==> config.mk <==
export PLATFORM = sky130hd
export DESIGN_NAME = platform_scroller
export DESIGN_NICKNAME = d
export VERILOG_FILES = /design/src/rtl/doodle_pkg.sv /design/src/rtl/platform_slot.sv /design/src/rtl/platform_scroller.sv
export SDC_FILE = /design/constraint.sdc
export NUM_CORES = 1
export LEC_CHECK = 0
export CORE_ASPECT_RATIO = 1.1
export CORE_MARGIN = 8
export CORE_UTILIZATION = 55
export CTS_CLUSTER_SIZE = 20
export DETAILED_ROUTE_END_ITERATION = 10
export PLACE_DENSITY = 0.85
export RECOVER_POWER = 100
export SETUP_SLACK_MARGIN = 0.2
export SLEW_MARGIN = 20
export SYNTH_ARGS = -nofsm -noshare
export SYNTH_HDL_FRONTEND = slang
export SYNTH_HIERARCHICAL = 1
export SYNTH_SLANG_ARGS = --single-unit
==> constraint.sdc <==
create_clock -name clk -period 7.34 [get_ports clk]
set_input_delay 0.734 -clock clk [delete_from_list [all_inputs] [get_ports clk]]
set_output_delay 0.734 -clock clk [all_outputs]
set_load 0.05 [all_outputs]
==> src/rtl/doodle_pkg.sv <==
// rtl/doodle_pkg.sv - shared game-state encodings, widths and scroll FSM states
package doodle_pkg;

    localparam logic [1:0] ST_MENU = 2'd0;
    localparam logic [1:0] ST_PLAY = 2'd2;

    localparam int SCREEN_H = 480;
    localparam int Y_W      = 9;
    localparam int SCORE_W  = 14;

    typedef enum logic [1:0] {
        SCR_IDLE   = 2'd0,
        SCR_SCROLL = 2'd1,
        SCR_WRAP   = 2'd2
    } scroll_state_t;

endpackage

==> src/rtl/platform_slot.sv <==
// rtl/platform_slot.sv - one platform y register with layout reload, step add and bottom wrap
module platform_slot
    import doodle_pkg::*;
#(
    parameter logic [Y_W-1:0] INIT_Y = '0,
    parameter int             WRAP_H = SCREEN_H
) (
    input  logic           clk,
    input  logic           rst,
    input  logic           load_il,
    input  logic           add_step,
    input  logic [3:0]     step,
    input  logic           wrap,
    output logic [Y_W-1:0] y
);

    localparam logic [Y_W-1:0] H = Y_W'(WRAP_H);

    always_ff @(posedge clk) begin
        if (rst || load_il) begin
            y <= INIT_Y;
        end else if (add_step) begin
            y <= y + Y_W'(step);
        end else if (wrap && (y >= H)) begin
            y <= y - H;
        end
    end

endmodule

==> src/rtl/platform_scroller.sv <==
// rtl/platform_scroller.sv - per-frame vertical scroll, wrap and score for ten platforms
module platform_scroller #(
    parameter int SCREEN_H    = 480,
    parameter int SCROLL_LINE = 200,
    parameter int MAX_STEP    = 8,
    parameter int SPACING     = 48,
    parameter int SCORE_MAX   = 9999
) (
    input  logic                             clk,
    input  logic                             rst,
    input  logic [1:0]                       state,
    input  logic                             frame_tick,
    input  logic [doodle_pkg::Y_W-1:0]       doodle_y,
    input  logic                             doodle_rising,
    output logic [doodle_pkg::Y_W-1:0]       plat_y1,
    output logic [doodle_pkg::Y_W-1:0]       plat_y2,
    output logic [doodle_pkg::Y_W-1:0]       plat_y3,
    output logic [doodle_pkg::Y_W-1:0]       plat_y4,
    output logic [doodle_pkg::Y_W-1:0]       plat_y5,
    output logic [doodle_pkg::Y_W-1:0]       plat_y6,
    output logic [doodle_pkg::Y_W-1:0]       plat_y7,
    output logic [doodle_pkg::Y_W-1:0]       plat_y8,
    output logic [doodle_pkg::Y_W-1:0]       plat_y9,
    output logic [doodle_pkg::Y_W-1:0]       plat_y10,
    output logic [doodle_pkg::SCORE_W-1:0]   score,
    output logic [3:0]                       scroll_px,
    output logic                             scroll_valid
);
    import doodle_pkg::*;

    scroll_state_t   cur_q, nxt;
    logic [3:0]      step_q, step_calc;
    logic            latch_step, load_il, add_step, do_wrap;
    logic [Y_W-1:0]  diff;
    logic [SCORE_W:0] score_sum;
    logic [Y_W-1:0]  y_q [10];

    assign diff      = Y_W'(SCROLL_LINE) - doodle_y;
    assign score_sum = {1'b0, score} + (SCORE_W + 1)'(step_q);

    // Overshoot above the scroll line, clamped; only while the doodler is rising
    always_comb begin
        step_calc = 4'd0;
        if (doodle_rising && (doodle_y < Y_W'(SCROLL_LINE))) begin
            step_calc = (diff > Y_W'(MAX_STEP)) ? 4'(MAX_STEP) : diff[3:0];
        end
    end

    always_ff @(posedge clk) begin
        if (rst) cur_q <= SCR_IDLE;
        else     cur_q <= nxt;
    end

    always_comb begin
        nxt        = cur_q;
        latch_step = 1'b0;
        load_il    = 1'b0;
        add_step   = 1'b0;
        do_wrap    = 1'b0;
        case (cur_q)
            SCR_IDLE: begin
                if (state == ST_MENU) begin
                    load_il = 1'b1;
                end else if (frame_tick && (state == ST_PLAY)) begin
                    latch_step = 1'b1;
                    nxt        = SCR_SCROLL;
                end
            end
            SCR_SCROLL: begin
                add_step = 1'b1;
                nxt      = SCR_WRAP;
            end
            SCR_WRAP: begin
                do_wrap = 1'b1;
                nxt     = SCR_IDLE;
            end
            default: nxt = SCR_IDLE;
        endcase
    end

    always_ff @(posedge clk) begin
        if (rst) begin
            step_q       <= 4'd0;
            score        <= '0;
            scroll_px    <= 4'd0;
            scroll_valid <= 1'b0;
        end else begin
            scroll_px    <= 4'd0;
            scroll_valid <= 1'b0;
            if (latch_step) step_q <= step_calc;
            if (load_il)    score  <= '0;
            if (add_step) begin
                score        <= (score_sum > (SCORE_W + 1)'(SCORE_MAX)) ?
                                SCORE_W'(SCORE_MAX) : score_sum[SCORE_W-1:0];
                scroll_px    <= step_q;
                scroll_valid <= (step_q != 4'd0);
            end
        end
    end

    for (genvar i = 0; i < 10; i++) begin : g_slot
        platform_slot #(
            .INIT_Y (Y_W'(i * SPACING)),
            .WRAP_H (SCREEN_H)
        ) u_slot (
            .clk      (clk),
            .rst      (rst),
            .load_il  (load_il),
            .add_step (add_step),
            .step     (step_q),
            .wrap     (do_wrap),
            .y        (y_q[i])
        );
    end

    assign plat_y1  = y_q[0];
    assign plat_y2  = y_q[1];
    assign plat_y3  = y_q[2];
    assign plat_y4  = y_q[3];
    assign plat_y5  = y_q[4];
    assign plat_y6  = y_q[5];
    assign plat_y7  = y_q[6];
    assign plat_y8  = y_q[7];
    assign plat_y9  = y_q[8];
    assign plat_y10 = y_q[9];

endmodule

==> results.py <==
metrics = {
    "status": {
        "violations": "max-capacitance violations, max-slew violations",
        "run_status": "finished with violations",
    },
    "clock_network": {
        "clock_sinks": 115,
        "htreeDepth": 4,
        "cts.reportedPaths.clkPinSlew_ns": 0.05,
        "clk_root_buffer_cell": "sky130_fd_sc_hd__clkbuf_16",
        "ctsHoldBuffers": 0,
        "cts_made_buffers": 17,
        "postCtsSetupRepairBufs": 0,
        "post_cts_resize_count": 0,
        "clockBufferDepth": 2,
        "clock_latency_ns": 0.42,
        "tritoncts": "built",
    },
    "route": {
        "drt-pass1-iter-count": 5,
        "via_count": 7489,
        "remaining_antenna_violation_count_after_routing": 0,
        "drc": 0,
        "drt_first_iter_violations": 624,
        "wl_final_um": 21000,
        "drt-wirelength-per-cell_um": 17.1,
        "routed_via_density": 6.12,
    },
    "hold_path": {
        "hold-path-cell-count": 2,
        "whs_endpoint": "g_slot[3].u_slot/y[8]$_SDFFE_PP0P_",
        "min-delay-start": "g_slot[3].u_slot/y[8]$_SDFFE_PP0P_",
        "hold_path.class": "reg -> reg",
    },
    "floorplan": {
        "die_width_um": 131,
        "chipHeight_um": 142,
        "placementRows": 46,
        "fp.dieArea_mm2": 0.0185,
        "core_region_area_mm2": 0.0143,
        "start_util_pct": 55.6,
        "boundaryPins": 124,
    },
    "global_route": {
        "number_of_global_route_vias_before_repair": 7221,
        "grt_overflow": 0,
        "antenna_violations_before_repair": 0,
        "gr-usage-all-layers_pct": 23.1,
        "grt_pass1_wl_um": 34900,
        "pin_count_of_the_biggest_net_entering_global_routing": 62,
    },
    "cells_and_area": {
        "area_growth_syn_to_fin_pct": 23.7,
        "final_cell_area_mm2": 0.00982,
        "drive_above_1_share_pct": 8.04,
        "fin_nets": 1101,
        "n_antenna_cell": 0,
    },
    "power_and_ir_drop": {
        "power_leakage_uw": 0.00421,
        "pwr_density_cell_mw_per_mm2": 162,
        "post-layout-total-power_uw": 1590,
        "max-vdd-ir-drop_uv": 136,
    },
    "timing": {
        "layout_min_cycle_time_ns": 4.78,
        "timing.max_slew.rel_slack_pct": -80.2,
        "rsz0062_at_grt": "false",
        "final_min_period_over_clock_period_pct": 65.1,
        "tightest_slew_ns": 2.70,
        "clock.fmax_mhz": 209,
        "final_hold_viol_count": 0,
        "setup_viol_count_final": 0,
        "slew_viol_final": 62,
        "timing.clock.skew_ns": 0.00645,
        "setup-tns-final_ns": 0,
        "worst_hold_slack_ns": 0.512,
    },
    "synth": {
        "yosys.area.top_type_share_pct": 29.0,
        "synth_nets": 981,
        "dominantRegCellSynth": "sky130_fd_sc_hd__dfxtp_1",
        "seq_area_frac_synth_pct": 29.0,
        "average_cell_area_after_synthesis_um2": 8.83,
        "post_synth_main_area_contributors": "sky130_fd_sc_hd__dfxtp_1 29%, sky130_fd_sc_hd__ha_1 8.8%, sky130_fd_sc_hd__mux2i_1 3.7%",
        "netlist-cell-type-count": 106,
        "synthesis.area_mm2": 0.00794,
        "synth_top_cells_by_count": "115 x sky130_fd_sc_hd__dfxtp_1, 75 x sky130_fd_sc_hd__nor2_1, 56 x sky130_fd_sc_hd__ha_1",
        "synthArstFlopShare_pct": 0,
        "synth_enable_flop_cells": 0,
        "synth_area_leader_cell": "sky130_fd_sc_hd__dfxtp_1",
        "ys_warns": 6,
        "synth.ff_latch_count": 115,
        "syn_inst": 899,
        "yosys.cell_count.top_type": "sky130_fd_sc_hd__dfxtp_1",
    },
    "placed_design": {
        "globalplace.congestion": 0.919,
        "placed_area_mm2": 0.00927,
        "port-buffer-count": 123,
        "post-dp-hpwl_um": 14800,
    },
    "worst_setup_path": {
        "timing.critical_path.arrival_ns": 5.06,
        "worst_ep_required_time_ns": 7.63,
        "ff2ff_path_depth": 7,
        "timing.critical_path.from_type": "flip-flop",
        "crit_path_max_fanout": 61,
        "worst-r2r-setup-slack_ns": 2.56,
        "endpoint_of_the_worst_register_to_register_path": "g_slot[2].u_slot/y[6]$_SDFFE_PP1P_",
        "r2r-start": "cur_q[0]$_SDFFE_PP0P_",
        "criticalPathCategory": "reg -> reg",
        "timing.critical_path.to_type": "flip-flop",
    },
    "run": {
        "cap_viol_max_count": 1,
    },
}
-- how the worst max path moves through the flow --
stage	from	to	slack (ns)	cells after the start
final	cur_q[0]$_SDFFE_PP0P_	g_slot[2].u_slot/y[6]$_SDFFE_PP1P_	2.56	7
after global routing	cur_q[0]$_SDFFE_PP0P_	g_slot[2].u_slot/y[6]$_SDFFE_PP1P_	2.14	7
after CTS	step_q[0]$_SDFFE_PP0P_	score[6]$_SDFFE_PP0P_	3.24	10
after detailed placement	step_q[0]$_SDFFE_PP0P_	score[6]$_SDFFE_PP0P_	3.30	10
after global placement	step_q[0]$_SDFFE_PP0P_	score[6]$_SDFFE_PP0P_	3.48	10
after floorplan	step_q[1]$_SDFFE_PP0P_	score[9]$_SDFFE_PP0P_	3.80	10
-- report_power, final --
group / switching [uW] / total, uW / internal (uW)
clock network: 289 / 863 / 574
logic: 59.9 / 93.6 / 33.6
registers: 5.77 / 635 / 629
-- final cells by class --
class,count,area [um^2]
clock inverters,10,128
multi-input cells,717,5240
clock buffers,22,494
fillers,1164,4460
flip-flops and latches,115,2300
repair buffers,130,1270
well taps,192,240
inverters,38,143
-- worst max-delay path, stage by stage, from the launching register on --
cell and delay (ns):
sky130_fd_sc_hd__dfxtp_1 0.37, sky130_fd_sc_hd__nor2b_2 0.15, sky130_fd_sc_hd__buf_4 0.44, sky130_fd_sc_hd__clkbuf_1 1.97, sky130_fd_sc_hd__o21ai_0 0.53, sky130_fd_sc_hd__nor3b_1 0.55, sky130_fd_sc_hd__a221oi_1 0.13, sky130_fd_sc_hd__or4_1 0.48
-- cells by family after synthesis --
kind of cell	synth area share, %
xor gates and xnor gates	1.77
adders and majority gates	11.6
buffers and inverters	4.33
muxes	4.08
DFF	29.0
AOI/OAI and AO/OA	25.2
and+or+nand+nor	24.1
-- stage by stage --
stage | setup slack [ns] | utilization (%) | std cells
after floorplan | 3.80 | - | 899
after global placement | 3.48 | 65.0 | 1192
after detailed placement | 3.30 | 65.0 | 1192
after CTS | 3.24 | 69.3 | 1224
after global routing | 2.14 | 68.8 | 1224
final | 2.56 | 68.8 | 1224
-- flip-flops by register name (all words and copies together), names as in the netlist --
signal / count
scroll_px: 4
step_q: 4
scroll_valid: 1
score: 14
cur_q: 2
g_slot.u_slot/y: 90
-- metal layers --
layer,wire [um],track usage (%),up-vias
met5,0,0,-
met4,355,8.71,0
met3,1070,5.17,31
met2,10200,37.9,210
met1,9290,28.8,3570
li1,-,-,3678
-- cells in the final DEF, fill, tap and decap left out, drive strengths merged, types with 12 or more instances in the layout --
cell,Yosys,routed
dfxtp,115,115
dlygate4sd3,0,112
nor2,75,75
ha,56,56
nand2,52,52
a21oi,50,50
o21ai,49,49
inv,37,37
nand3,34,34
mux2i,29,29
a211oi,26,26
clkbuf,10,26
a211o,24,24
or3,20,20
and2,20,20
nor3,19,19
a21o,15,15
or2,14,14
a31oi,12,12
nand3b,12,12
o211ai,12,12
o21a,12,12
nand4,12,12
(Power assumes the default switching activity.)
